===== src/rtl/hazard_pkg.sv =====
// ---------------------------------------------------------------------------
// hazard_pkg
// Shared definitions for the 5-stage pipeline hazard unit.
//   FORWARD_*    : E-stage forward select encodings (N = register file,
//                  W = writeback result, M = memory-stage result)
//   mdu_state_t  : states of the multi-cycle MDU hold FSM
// ---------------------------------------------------------------------------
package hazard_pkg;

   localparam logic [1:0] FORWARD_N = 2'b00;
   localparam logic [1:0] FORWARD_W = 2'b01;
   localparam logic [1:0] FORWARD_M = 2'b10;

   typedef enum logic [1:0] {
      IDLE = 2'd0,
      BUSY = 2'd1,
      DONE = 2'd2
   } mdu_state_t;

endpackage


===== src/rtl/hazard_fwd_port.sv =====
// ---------------------------------------------------------------------------
// hazard_fwd_port
// Forwarding decision for a single register read port.
//   raddr_d / raddr_e        : source register of this port in D / E
//   write_reg_m / write_reg_w: destination registers in M / W
//   reg_write_m / reg_write_w: M / W actually write a register
//   mem2reg_m                : M holds a load (data not ready for D compare)
//   forward_e                : E-stage select (FORWARD_M beats FORWARD_W)
//   forward_d                : D-stage branch-compare forward from M
// Register 0 is hard-wired zero and is never forwarded.
// ---------------------------------------------------------------------------
module hazard_fwd_port
   import hazard_pkg::*;
#(
   parameter int REG_SIZE = 5
) (
   input  logic [REG_SIZE-1:0] raddr_d,
   input  logic [REG_SIZE-1:0] raddr_e,
   input  logic [REG_SIZE-1:0] write_reg_m,
   input  logic [REG_SIZE-1:0] write_reg_w,
   input  logic                reg_write_m,
   input  logic                reg_write_w,
   input  logic                mem2reg_m,
   output logic [1:0]          forward_e,
   output logic                forward_d
);

   logic raddr_e_nz_s;
   logic raddr_d_nz_s;

   assign raddr_e_nz_s = (raddr_e != '0);
   assign raddr_d_nz_s = (raddr_d != '0);

   // E-stage forward select; the younger M result takes priority over W
   always_comb begin
      forward_e = FORWARD_N;
      if (raddr_e_nz_s && (raddr_e == write_reg_m) && reg_write_m) begin
         forward_e = FORWARD_M;
      end else if (raddr_e_nz_s && (raddr_e == write_reg_w) && reg_write_w) begin
         forward_e = FORWARD_W;
      end else begin
         forward_e = FORWARD_N;
      end
   end

   // D-stage forward: a load in M has no data yet, so it cannot be forwarded
   always_comb begin
      forward_d = 1'b0;
      if (raddr_d_nz_s && (raddr_d == write_reg_m) && reg_write_m && !mem2reg_m) begin
         forward_d = 1'b1;
      end else begin
         forward_d = 1'b0;
      end
   end

endmodule


===== src/rtl/hazard_unit_mc.sv =====
// ---------------------------------------------------------------------------
// hazard_unit_mc
// Hazard unit for the F/D/E/M/W pipeline.
//   Inputs : raddrD/raddrE (packed per-port source regs), writeReg{E,M,W},
//            regWrite{E,M,W}, mem2reg{E,M}, branchD, pcSrcD, mduStartE
//   Outputs: stallF/stallD/stallE, flushD/flushE/flushM, per-port forwardE
//            (2 bits each) and forwardD, mduBusy, saturating stallCnt and
//            flushCnt performance counters.
// Stall/flush outputs are combinational so they act in the same cycle;
// they are forced low while reset is asserted.
// ---------------------------------------------------------------------------
module hazard_unit_mc
   import hazard_pkg::*;
#(
   parameter int REG_SIZE   = 5,
   parameter int NUM_RPORTS = 2,
   parameter int MDU_LAT    = 4,
   parameter int CNT_W      = 16
) (
   input  logic                           clk,
   input  logic                           reset,
   input  logic [NUM_RPORTS*REG_SIZE-1:0] raddrD,
   input  logic [NUM_RPORTS*REG_SIZE-1:0] raddrE,
   input  logic [REG_SIZE-1:0]            writeRegE,
   input  logic [REG_SIZE-1:0]            writeRegM,
   input  logic [REG_SIZE-1:0]            writeRegW,
   input  logic                           regWriteE,
   input  logic                           regWriteM,
   input  logic                           regWriteW,
   input  logic                           mem2regE,
   input  logic                           mem2regM,
   input  logic                           branchD,
   input  logic                           pcSrcD,
   input  logic                           mduStartE,
   output logic                           stallF,
   output logic                           stallD,
   output logic                           stallE,
   output logic                           flushD,
   output logic                           flushE,
   output logic                           flushM,
   output logic [NUM_RPORTS*2-1:0]        forwardE,
   output logic [NUM_RPORTS-1:0]          forwardD,
   output logic                           mduBusy,
   output logic [CNT_W-1:0]               stallCnt,
   output logic [CNT_W-1:0]               flushCnt
);

   // Down-counter width; kept at least 1 bit so MDU_LAT of 1 or 2 still elaborates
   localparam int CNT_BITS = (MDU_LAT > 2) ? $clog2(MDU_LAT) : 1;

   logic [NUM_RPORTS-1:0] lw_hit_s;
   logic [NUM_RPORTS-1:0] br_hit_s;
   logic                  lwstall_s;
   logic                  brstall_s;
   logic                  mdu_stall_s;
   logic                  stall_any_s;
   mdu_state_t            state_r;
   mdu_state_t            state_nxt_s;
   logic [CNT_BITS-1:0]   cnt_r;
   logic [CNT_BITS-1:0]   cnt_nxt_s;
   logic [CNT_W-1:0]      stall_cnt_r;
   logic [CNT_W-1:0]      flush_cnt_r;

   for (genvar gi = 0; gi < NUM_RPORTS; gi++) begin : g_port
      logic [REG_SIZE-1:0] rd_s;
      assign rd_s = raddrD[gi*REG_SIZE +: REG_SIZE];

      hazard_fwd_port #(.REG_SIZE(REG_SIZE)) u_fwd (
         .raddr_d     (rd_s),
         .raddr_e     (raddrE[gi*REG_SIZE +: REG_SIZE]),
         .write_reg_m (writeRegM),
         .write_reg_w (writeRegW),
         .reg_write_m (regWriteM),
         .reg_write_w (regWriteW),
         .mem2reg_m   (mem2regM),
         .forward_e   (forwardE[gi*2 +: 2]),
         .forward_d   (forwardD[gi])
      );

      // Per-port operand matches; register 0 never creates a dependency
      assign lw_hit_s[gi] = (rd_s != '0) && (rd_s == writeRegE);
      assign br_hit_s[gi] = (rd_s != '0) &&
                            ((regWriteE && (rd_s == writeRegE)) ||
                             (mem2regM && (rd_s == writeRegM)));
   end

   assign lwstall_s = mem2regE && regWriteE && (|lw_hit_s);
   assign brstall_s = branchD && (|br_hit_s);

   // MDU FSM state register
   always_ff @(posedge clk) begin
      if (reset) begin
         state_r <= IDLE;
         cnt_r   <= '0;
      end else begin
         state_r <= state_nxt_s;
         cnt_r   <= cnt_nxt_s;
      end
   end

   // MDU FSM next state; the start cycle itself stalls, giving MDU_LAT-1 holds
   always_comb begin
      state_nxt_s = state_r;
      cnt_nxt_s   = cnt_r;
      mdu_stall_s = 1'b0;
      case (state_r)
         IDLE: begin
            if (mduStartE && (MDU_LAT >= 3)) begin
               state_nxt_s = BUSY;
               cnt_nxt_s   = CNT_BITS'(MDU_LAT - 2);
               mdu_stall_s = 1'b1;
            end else if (mduStartE && (MDU_LAT == 2)) begin
               state_nxt_s = DONE;
               mdu_stall_s = 1'b1;
            end else begin
               state_nxt_s = IDLE;
            end
         end
         BUSY: begin
            mdu_stall_s = 1'b1;
            cnt_nxt_s   = cnt_r - CNT_BITS'(1);
            if (cnt_r == CNT_BITS'(1)) begin
               state_nxt_s = DONE;
            end else begin
               state_nxt_s = BUSY;
            end
         end
         // The op is leaving E this cycle; mduStartE still shows it, so ignore it
         DONE: begin
            state_nxt_s = IDLE;
         end
         default: begin
            state_nxt_s = IDLE;
            cnt_nxt_s   = '0;
         end
      endcase
   end

   assign stall_any_s = lwstall_s | brstall_s | mdu_stall_s;

   // Pipeline control; an MDU hold freezes D/E, so a pending D hazard waits instead of bubbling
   always_comb begin
      stallF = 1'b0;
      stallD = 1'b0;
      stallE = 1'b0;
      flushD = 1'b0;
      flushE = 1'b0;
      flushM = 1'b0;
      if (reset) begin
         stallF = 1'b0;
      end else begin
         stallF = stall_any_s;
         stallD = stall_any_s;
         stallE = mdu_stall_s;
         flushM = mdu_stall_s;
         flushE = (lwstall_s | brstall_s) & ~mdu_stall_s;
         flushD = pcSrcD & ~stall_any_s;
      end
   end

   // Saturating performance counters
   always_ff @(posedge clk) begin
      if (reset) begin
         stall_cnt_r <= '0;
         flush_cnt_r <= '0;
      end else begin
         if (stallD && (stall_cnt_r != '1)) begin
            stall_cnt_r <= stall_cnt_r + CNT_W'(1);
         end
         if ((flushD | flushE) && (flush_cnt_r != '1)) begin
            flush_cnt_r <= flush_cnt_r + CNT_W'(1);
         end
      end
   end

   assign mduBusy  = (state_r != IDLE);
   assign stallCnt = stall_cnt_r;
   assign flushCnt = flush_cnt_r;

endmodule


===== config.mk =====
export PLATFORM = sky130hd
export DESIGN_NAME = hazard_unit_mc
export DESIGN_NICKNAME = d
export VERILOG_FILES = /design/src/rtl/hazard_pkg.sv /design/src/rtl/hazard_fwd_port.sv /design/src/rtl/hazard_unit_mc.sv
export SDC_FILE = /design/constraint.sdc
export NUM_CORES = 1
export LEC_CHECK = 0
export CAP_MARGIN = 20
export CORE_MARGIN = 1
export CORE_UTILIZATION = 49
export DETAILED_ROUTE_END_ITERATION = 16
export PLACE_DENSITY = 0.91
export SYNTH_ARGS = -nofsm -noshare
export SYNTH_HDL_FRONTEND = slang
export SYNTH_SLANG_ARGS = --single-unit

===== constraint.sdc =====
create_clock -name clk -period 5.1 [get_ports clk]
set_clock_uncertainty 0.1 [all_clocks]
set_input_delay 0.765 -clock clk [delete_from_list [all_inputs] [get_ports clk]]
set_output_delay 0.765 -clock clk [all_outputs]
set_load 0.05 [all_outputs]

==> summary.md, run 1 <==
| Metric | Value |
|---|---|
| Synth warn | `0` |
| CTS max path bufs | `2` |
| Die width | `73.4 um` |
| Final WL | `6460 um` |
| Post-DRT Antenna Nets | `0` |
| Syn Inst Count | `just under 300` |
| DR WL/cell | `14.4 um` |
| Place WS | `0.639 ns` |
| Global route overflow | `0` |
| Initial antenna violation count | `0` |
| Leak pwr | `~0.0011 uW` |
| Critical path's most frequent cell | `clkdlybuf4s50_1` |
| Finished Layout Cells | `447` |
| H-tree Lvls | `2` |
| Root buf cell | `clkbuf_8` |
| CP required | `4.24 ns` |
| Syn_nets | `between 300 and 400` |
| Max IR drop VDD | `151 uV` |
| Placed cell count | `439` |
| Most frequent cells in the layout | `clkdlybuf4s50_1, dfxtp_1, xnor2_1` |
| Hold Slack | `0.388 ns` |
| DP Area | `roughly 0.0034 mm2` |
| N_diodes | `0` |
| Critical path type | `in2out` |
| CP startpoint kind | `primary input` |
| Drt via density | `5.63` |
| Maxcap violations | `0` |
| Drt pass-1 iters | `4` |
| Sequential fraction of the synthesis area | `just under 30%` |
| RSZ-0062 raised after global routing | `no` |
| Total I/O pin count | `90` |
| Die Ht | `73.4 um` |
| Clk_lat worst skew | `0.29 ns` |
| Critical Path Sink Type | `output port` |
| Crit-path slowest cell | `clkdlybuf4s50_1` |
| Yosys reg bits | `36` |
| # setup viols final | `0` |
| Share of layout cells above drive strength 1 | `12.1%` |
| CORE AREA | `~0.0048 mm2` |
| Slew Limit Fails | `0` |
| Final worst setup slack | `0.594 ns` |
| Status | `completed` |
| Max-Slew Margin vs Limit | `31.4%` |
| Gr usage total | `25.9%` |
| Pin count of the biggest net entering global routing | `33` |
| Total CTS buffers | `5` |
| CTS Sinks | `36` |
| CTS resizes | `0` |
| Synth Area per Inst | `between 8 and 9 um2` |
| DRC errors left | `0` |
| Mapped Area | `0.00250 mm2` |
| Vias | `about 2.5k` |
| TritonCTS clock tree | `yes` |
| Hold crit path type | `reg2reg` |
| Fillers | `406` |
| Slowest stage delay, CP | `0.89 ns` |
| Die area | `roughly 0.0054 mm2` |
| Row cnt | `25` |
| Tmin final | `4.51 ns` |
| Worst Path Arrival | `3.64 ns` |
| Design area | `0.00347 mm2` |
| # Post-CTS Setup Buffers | `0` |
| Distinct cells, synth | `50` |
| Vias in the first global route | `2455` |
| Iteration-0 DRC Markers | `153` |
| PD cells | `slightly above 200 mW/mm2` |
| Area growth, synth to finish | `38.9%` |
| CTS clk-pin slew, worst paths | `0.07 ns` |
| Setup TNS | `0 ns` |
| Max Clk Rate | `222 MHz` |
| CP Cell Sequence | `clkdlybuf4s50_1, or4_1, nor2_1, nor4_1, o211a_2, nor4b_1, clkdlybuf4s50_1` |
| Port buffer count | `89` |
| Final Hold Fails | `0` |
| Crit-path max FO | `6` |
| First-pass GRT wire length | `10700 um` |
| Commonest non-fill, non-tap cell in the layout | `clkdlybuf4s50_1` |
| Slew at the pin closest to its max-slew limit | `around 1.0 ns` |
| Starting Density | `51.8%` |
| Net count, final | `~430` |
| # hold bufs at CTS | `0` |
| Hpwl dp | `5140 um` |
| Gpl congestion | `0.827` |
| Final period util | `88.4%` |
-- logic make-up (layout without fill, tap and decap cells) --
| logic type | Yosys count | after routing | share of synthesized area [%] |
|---|---|---|---|
| xor gates and xnor gates | 42 | 42 | 15.0 |
| adders and majority gates | 3 | 3 | 1.50 |
| muxes | 4 | 4 | 1.60 |
| and+or+nand+nor | 128 | 128 | 28.9 |
| DFF | 36 | 36 | 28.9 |
| buffers and inverters | 22 | 107 | 6.21 |
| AOI/OAI and AO/OA | 60 | 60 | 17.9 |
-- per-stage QoR --
| stage | util, % | total power [uW] |
|---|---|---|
| 6_report | 72.0 | 709 |
| 3_5_place_dp | 69.8 | 468 |
| 3_3_place_gp | 69.8 | 463 |
| 4_1_cts | 72.0 | 717 |
| 5_1_grt | 72.0 | 741 |
| 2_1_floorplan | - | 400 |
-- sequential cells by signal (all words and copies together), names as in the netlist --
signal and flops:
stallCnt 16, flushCnt 16, cnt_r 2, state_r 2
-- Yosys cell counts, drive strengths merged --
master,instances,area [um2]
nand3,17,85.1
nor4b,2,17.5
o311ai,3,43.8
clkinv,1,3.75
nand2,19,71.3
nor2b,1,6.26
or2,3,18.8
o31ai,7,66.3
o21bai,1,7.51
ha,3,37.5
inv,7,26.3
xnor2,28,245
mux2i,4,40.0
nor3b,1,7.51
nor4,9,56.3
nor3,3,15.0
o41ai,2,17.5
or3,21,144
dfxtp,36,721
o221a,1,20.0
nand3b,1,7.51
o211a,1,10.0
or4,8,66.3
a21oi,24,146
nor2,25,96.4
o21ai,19,121
or4bb,1,11.3
and3b,2,18.8
clkbuf,5,30.0
and3,1,6.26
and4,2,17.5
xor2,14,130
o211ai,2,15.0
buf,9,95.1
nand4,12,75.1
-- final cells by class --
class | instances | area, um2 | share of cell area (%)
inverters | 8 | 30.0 | 0.865
repair buffers | 91 | 906 | 26.1
well taps | 67 | 83.8 | 2.42
multi-input cells | 237 | 1620 | 46.7
flip-flops and latches | 36 | 721 | 20.8
clock inverters | 2 | 35.0 | 1.01
clock buffers | 6 | 72.6 | 2.09
-- critical path: cells and delay by family --
family	cells	cell delay, ns
AO/OA/AOI/OAI	1	0.32
AND/OR/NAND/NOR	4	1.18
buffers and inverters	2	1.37
-- where the power goes --
part           leakage [uW]  internal [uW]  switching [uW]
Sequential         0.000291            287            7.37
Clock             0.0000552            145             103
Combinational      0.000733           77.1            90.0
Total               0.00108            509             201
-- worst paths after layout --
kind / depth (start not counted) / end / startpoint / slack, ns
worst min register to register: 2 / stallCnt[9]$_SDFFE_PP0P_ / stallCnt[9]$_SDFFE_PP0P_ / 0.39
worst max-delay path: 7 / flushD / raddrD[0] / 0.59
worst max register to register: 6 / stallCnt[11]$_SDFFE_PP0P_ / stallCnt[8]$_SDFFE_PP0P_ / 2.77
worst min-delay path: 2 / stallCnt[9]$_SDFFE_PP0P_ / stallCnt[9]$_SDFFE_PP0P_ / 0.39
-- metal layers --
layer  vias to the layer above  wire length, um  GRT usage (%)
met1                      1146             2500           28.7
met2                       106             3310           45.7
met4                         0               96           9.62
met3                         9              549           8.92
met5                         -                0              0
li1                       1254                -              -
(Power assumes the default switching activity.)
==> run 2, diff against run 1 <==
--- a/config.mk
+++ b/config.mk
@@ -6,10 +6,13 @@
 export NUM_CORES = 1
 export LEC_CHECK = 0
 export CAP_MARGIN = 20
+export CORE_ASPECT_RATIO = 1.4
 export CORE_MARGIN = 1
 export CORE_UTILIZATION = 49
+export CTS_CLUSTER_DIAMETER = 30
 export DETAILED_ROUTE_END_ITERATION = 16
 export PLACE_DENSITY = 0.91
+export REMOVE_ABC_BUFFERS = 1
 export SYNTH_ARGS = -nofsm -noshare
 export SYNTH_HDL_FRONTEND = slang
 export SYNTH_SLANG_ARGS = --single-unit
==> summary.md, run 2 (synthesis gave the netlist of run 1 again) <==
| Metric | Value |
|---|---|
| Status | `completed` |
| Crit-path max FO | `6 (unchanged)` |
| Most frequent cells in the layout | `clkdlybuf4s50_1, dfxtp_1, xnor2_1` |
| Commonest non-fill, non-tap cell in the layout | `clkdlybuf4s50_1` |
| # setup viols final | `0 (unchanged)` |
| Final period util | `86.8% (-1.6 points)` |
| Design area | `0.00345 mm2 (-0.50%)` |
| Leak pwr | `0.00107 uW (-0.76%)` |
| Worst R2R End | `flushCnt[15]$_SDFFE_PP0P_` |
| CP Cell Sequence | `clkdlybuf4s50_1, or4_4, nor2_2, nor4_1, o211a_2, nor4b_1, clkdlybuf4s50_1` |
| Hold crit path type | `reg2reg` |
| Maxcap violations | `0 (unchanged)` |
| Fin util | `70.7% (-1.3 points)` |
| Post-DRT Antenna Nets | `0 (unchanged)` |
| Die Ht | `86.5 um (+18%)` |
| CTS clk-pin slew, worst paths | `0.07 ns (about the same)` |
| RSZ-0062 raised after global routing | `no` |
| Vias in the first global route | `2428 (-1.1%)` |
| Slew Limit Fails | `0 (unchanged)` |
| H-tree Lvls | `2 (unchanged)` |
| Row cnt | `30 (+20%)` |
| DR WL/cell | `14.5 um (+0.47%)` |
| R2r worst-path depth | `7 (+1)` |
| Slew at the pin closest to its max-slew limit | `0.913 ns (-0.113 ns)` |
| Worst hold path startpoint | `stallCnt[9]$_SDFFE_PP0P_` |
| Critical Path Sink Type | `output port` |
| Final Hold Fails | `0 (unchanged)` |
| Max Clk Rate | `226 MHz (+1.8%)` |
| Tmin final | `4.43 ns (-0.0795 ns)` |
| # hold bufs at CTS | `0 (unchanged)` |
| TritonCTS clock tree | `yes` |
| Total CTS buffers | `5 (unchanged)` |
| Die area | `0.00539 mm2 (about the same)` |
| Drt via density | `5.74 (+2.0%)` |
| CTS Sinks | `36 (unchanged)` |
| Worst R2R Start | `flushCnt[0]$_SDFFE_PP0P_` |
| Slowest stage delay, CP | `0.89 ns (about the same)` |
| Global route overflow | `0 (unchanged)` |
| CTS max path bufs | `2 (unchanged)` |
| Crit-path slowest cell | `clkdlybuf4s50_1` |
| Place WS | `0.696 ns (+0.0572 ns)` |
| Critical path type | `in2out` |
| Drt pass-1 iters | `4 (unchanged)` |
| Gr usage total | `24.4% (-1.5 points)` |
| Net count, final | `427 (unchanged)` |
| First-pass GRT wire length | `10500 um (-2.3%)` |
| Final WL | `6450 um (-0.20%)` |
| Area growth, synth to finish | `38.2%` |
| Worst Setup EP | `flushD` |
| Root buf cell | `clkbuf_8` |
| DRC errors left | `0 (unchanged)` |
| Pin count of the biggest net entering global routing | `33 (unchanged)` |
| Port buffer count | `89 (unchanged)` |
| Critical path's most frequent cell | `clkdlybuf4s50_1` |
| Hpwl dp | `5040 um (-1.9%)` |
| N_diodes | `0 (unchanged)` |
| Initial antenna violation count | `0 (unchanged)` |
| Hold Slack | `0.389 ns (+0.00141 ns)` |
| Crit. Startpoint | `raddrD[5]` |
| CP required | `4.24 ns (about the same)` |
| CP startpoint kind | `primary input` |
| R2r setup slk | `2.84 ns (+0.07 ns)` |
| Worst Path Arrival | `3.56 ns (-0.08 ns)` |
| Max-Slew Margin vs Limit | `39.1% (+7.7 points)` |
| Gpl congestion | `0.846 (+2.3%)` |
| CORE AREA | `0.00488 mm2 (+1.3%)` |
| CTS resizes | `0 (unchanged)` |
| # Post-CTS Setup Buffers | `0 (unchanged)` |
| Starting Density | `51.2% (-0.66 points)` |
| Setup TNS | `0 ns (unchanged)` |
| Max IR drop VDD | `101 uV (-33%)` |
| DP Area | `0.00335 mm2 (-0.33%)` |
| PD cells | `194 mW/mm2 (-5.0%)` |
| Total I/O pin count | `90 (unchanged)` |
| Iteration-0 DRC Markers | `174 (+14%)` |
| Worst Hold Depth | `2 (unchanged)` |
| Die width | `62.3 um (-15%)` |
| Vias | `2549 (+1.4%)` |
| Share of layout cells above drive strength 1 | `11.8% (-0.26 points)` |
| Final worst setup slack | `0.674 ns (+0.0795 ns)` |
| Clk_lat worst skew | `0.29 ns (about the same)` |
run 2: critical path: cells and delay by family:
family	cells	cell delay [ns]
AO/OA/AOI/OAI	1	0.34
buffers and inverters	2	1.37
AND/OR/NAND/NOR	4	1.10
run 2: worst min path at each step:
stage	end	slack (ns)
after global placement	stallCnt[9]$_SDFFE_PP0P_	0.37
final	stallCnt[9]$_SDFFE_PP0P_	0.39
after CTS	stallCnt[9]$_SDFFE_PP0P_	0.39
after floorplan	cnt_r[0]$_SDFFE_PP0P_	0.39
after detailed placement	stallCnt[9]$_SDFFE_PP0P_	0.38
after global routing	stallCnt[9]$_SDFFE_PP0P_	0.41
run 2: through the flow:
stage,power (uW),cells
after global placement,462,435
after CTS,672,443
after global routing,698,444
final,670,444
after floorplan,386,281
after detailed placement,466,435
run 2: power by group:
group	switching, uW	leakage [uW]	internal (uW)
Clock	98.3	0.0000455	110
Combinational	90.6	0.000734	77.4
Sequential	7.18	0.000291	287
Total	196	0.00107	474
run 2: area by class of cell:
type                    count  area [um2]
multi-input cells         237        1620
fillers                   373        1430
repair buffers             91         910
flip-flops and latches     36         721
clock buffers               8        90.1
well taps                  64        80.1
inverters                   8        30.0
run 2: layer usage:
layer  track usage (%)  share of wire, %  vias up
li1                  -                 -     1245
met5                 0                 0        -
met4              15.0               3.5        0
met3              5.26               6.2       20
met2              45.4                52      113
met1              25.0                39     1171
==> run 3, diff against run 2 <==
--- a/config.mk
+++ b/config.mk
@@ -6,12 +6,13 @@
 export NUM_CORES = 1
 export LEC_CHECK = 0
 export CAP_MARGIN = 20
-export CORE_ASPECT_RATIO = 1.4
+export CELL_PAD_IN_SITES_DETAIL_PLACEMENT = 1
+export CELL_PAD_IN_SITES_GLOBAL_PLACEMENT = 1
 export CORE_MARGIN = 1
-export CORE_UTILIZATION = 49
+export CORE_UTILIZATION = 35
 export CTS_CLUSTER_DIAMETER = 30
 export DETAILED_ROUTE_END_ITERATION = 16
-export PLACE_DENSITY = 0.91
+export PLACE_DENSITY = 0.9
 export REMOVE_ABC_BUFFERS = 1
 export SYNTH_ARGS = -nofsm -noshare
 export SYNTH_HDL_FRONTEND = slang
==> constraint.sdc (replaced) <==
create_clock -name clk -period 5.7 [get_ports clk]
set_clock_uncertainty 0.1 [all_clocks]
set_input_delay 0.855 -clock clk [delete_from_list [all_inputs] [get_ports clk]]
set_output_delay 0.855 -clock clk [all_outputs]
set_load 0.05 [all_outputs]
==> summary.md, run 3 (synthesis gave the netlist of run 1 again) <==
| Metric | Value |
|---|---|
| Slew at the pin closest to its max-slew limit | `0.940 ns (+0.0267 ns)` |
| Worst Hold Depth | `2 (unchanged)` |
| DP Area | `0.00339 mm2 (+1.2%)` |
| # Post-CTS Setup Buffers | `0 (unchanged)` |
| Worst Path Arrival | `3.64 ns (+0.08 ns)` |
| Vias in the first global route | `2633 (+8.4%)` |
| R2r worst-path depth | `7 (unchanged)` |
| DR WL/cell | `15.6 um (+7.6%)` |
| Hold Path End | `stallCnt[9]$_SDFFE_PP0P_` |
| Final period util | `80.7%` |
| Max Clk Rate | `217 MHz` |
| Crit-path max FO | `6 (unchanged)` |
| Slowest stage delay, CP | `0.73 ns (-0.16 ns)` |
| Initial antenna violation count | `0 (unchanged)` |
| Hold crit path type | `reg2reg` |
| Drt pass-1 iters | `4 (unchanged)` |
| Finished Layout Cells | `475 (+7.0%)` |
| Final Hold Fails | `0 (unchanged)` |
| First-pass GRT wire length | `12200 um (+17%)` |
| CP startpoint kind | `primary input` |
| # setup viols final | `0 (unchanged)` |
| Status | `completed` |
| Worst R2R End | `stallCnt[13]$_SDFFE_PP0P_` |
| Final WL | `7420 um (+15%)` |
| Share of layout cells above drive strength 1 | `11.9% (+0.031 points)` |
| CTS Sinks | `36 (unchanged)` |
| RSZ-0062 raised after global routing | `no` |
| CP Cell Sequence | `clkdlybuf4s50_1, or4_1, nor2_1, nor4_1, o211a_2, nor3_1, nor2_1, clkdlybuf4s50_1` |
| CP bufs+invs | `2 (unchanged)` |
| Iteration-0 DRC Markers | `66 (-62%)` |
| Critical Path Sink Type | `output port` |
| Max IR drop VDD | `80.1 uV (-21%)` |
| Commonest non-fill, non-tap cell in the layout | `clkdlybuf4s50_1` |
| Row cnt | `30 (unchanged)` |
| Worst R2R Start | `stallCnt[8]$_SDFFE_PP0P_` |
| Drt via density | `5.43 (-5.5%)` |
| Root buf cell | `clkbuf_8` |
| Die width | `86.5 um (+39%)` |
| Port buffer count | `89 (unchanged)` |
| Most frequent cells in the layout | `clkdlybuf4s50_1, dfxtp_1, xnor2_1` |
| Total I/O pin count | `90 (unchanged)` |
| Worst hold path startpoint | `stallCnt[9]$_SDFFE_PP0P_` |
| Post-DRT Antenna Nets | `0 (unchanged)` |
| TritonCTS clock tree | `yes` |
| CORE AREA | `0.00683 mm2 (+40%)` |
| Design area | `0.00348 mm2 (+0.91%)` |
| Pin count of the biggest net entering global routing | `34 (+3.0%)` |
| Gpl congestion | `0.794 (-6.2%)` |
| H-tree Lvls | `2 (unchanged)` |
| Top cell family by delay on the critical path | `simple AND/OR/NAND/NOR gates` |
| Gr usage total | `20.8% (-3.6 points)` |
| PD cells | `170 mW/mm2 (-12%)` |
| Placed cell count | `467 (+7.4%)` |
| Clk_lat worst skew | `0.30 ns (about the same)` |
| Vias | `2578 (+1.1%)` |
| N_diodes | `0 (unchanged)` |
| Hold Slack | `0.393 ns (+0.00394 ns)` |
| Die Ht | `86.5 um (unchanged)` |
| Hpwl dp | `5860 um (+16%)` |
| Fillers | `837 (+120%)` |
| CTS resizes | `0 (unchanged)` |
| Starting Density | `36.6% (-15 points)` |
| Max-Slew Margin vs Limit | `37.4% (-1.8 points)` |
| Tmin final | `roughly 4.6 ns` |
| Setup TNS | `0 ns (unchanged)` |
| Crit-path slowest cell | `clkdlybuf4s50_1` |
| Critical path type | `in2out` |
| Die area | `0.00748 mm2 (+39%)` |
| # hold bufs at CTS | `0 (unchanged)` |
| Net count, final | `427 (unchanged)` |
| CP required | `4.74 ns (+0.50 ns)` |
| Total CTS buffers | `5 (unchanged)` |
| Leak pwr | `0.00107 uW (-0.28%)` |
| Maxcap violations | `0 (unchanged)` |
| CTS max path bufs | `2 (unchanged)` |
| R2r setup slk | `3.28 ns (+0.44 ns)` |
| DRC errors left | `0 (unchanged)` |
| Area growth, synth to finish | `39.5%` |
| Global route overflow | `0 (unchanged)` |
| CTS clk-pin slew, worst paths | `0.07 ns (about the same)` |
| Slew Limit Fails | `0 (unchanged)` |
==> run 3: area by class of cell <==
class	instances	area, um2	area share [%]
clock inverter	1	5.00	0.144
multi-input combinational	237	1620	46.6
inverter	8	30.0	0.862
sequential	36	721	20.7
tap	96	120	3.45
clock buffer	6	72.6	2.08
timing repair buffer	91	913	26.2
==> run 3: per-stage QoR <==
stage                     setup slack, ns  power, uW  utilization, %
after floorplan                      1.22        345               -
after global placement               1.17        414            49.6
after detailed placement             1.10        419            49.6
after CTS                            1.09        597            50.8
after global routing                0.965        620            51.0
final                                1.10        592            51.0
==> run 3: tightest hold or removal path: stages, from the launching register on <==
cell,delay [ns]
dfxtp_1,0.34
o21ai_2,0.07
a21oi_2,0.04
==> run 3: worst max path at each step <==
stage / from / depth (start not counted) / endpoint / slack (ns)
after floorplan: raddrD[0] / 5 / flushD / 1.22
after global placement: raddrD[0] / 7 / flushD / 1.17
after detailed placement: raddrD[0] / 7 / flushD / 1.10
after CTS: raddrD[0] / 8 / stallD / 1.09
after global routing: raddrD[0] / 8 / stallD / 0.97
final: raddrD[3] / 8 / stallF / 1.10
==> run 3: routing by layer <==
layer / routed length [um] / GRT usage, % / vias up
li1: - / - / 1247
met1: 2930 / 22.0 / 1233
met2: 3850 / 39.0 / 82
met3: 486 / 5.90 / 16
met4: 157 / 7.73 / 0
met5: 0 / 0 / -
==> run 3: report_power, final <==
group          switching (uW)  internal (uW)  leakage (uW)
clock                    94.4           83.2     0.0000410
sequential               6.91            257      0.000291
combinational            81.6           69.8      0.000736
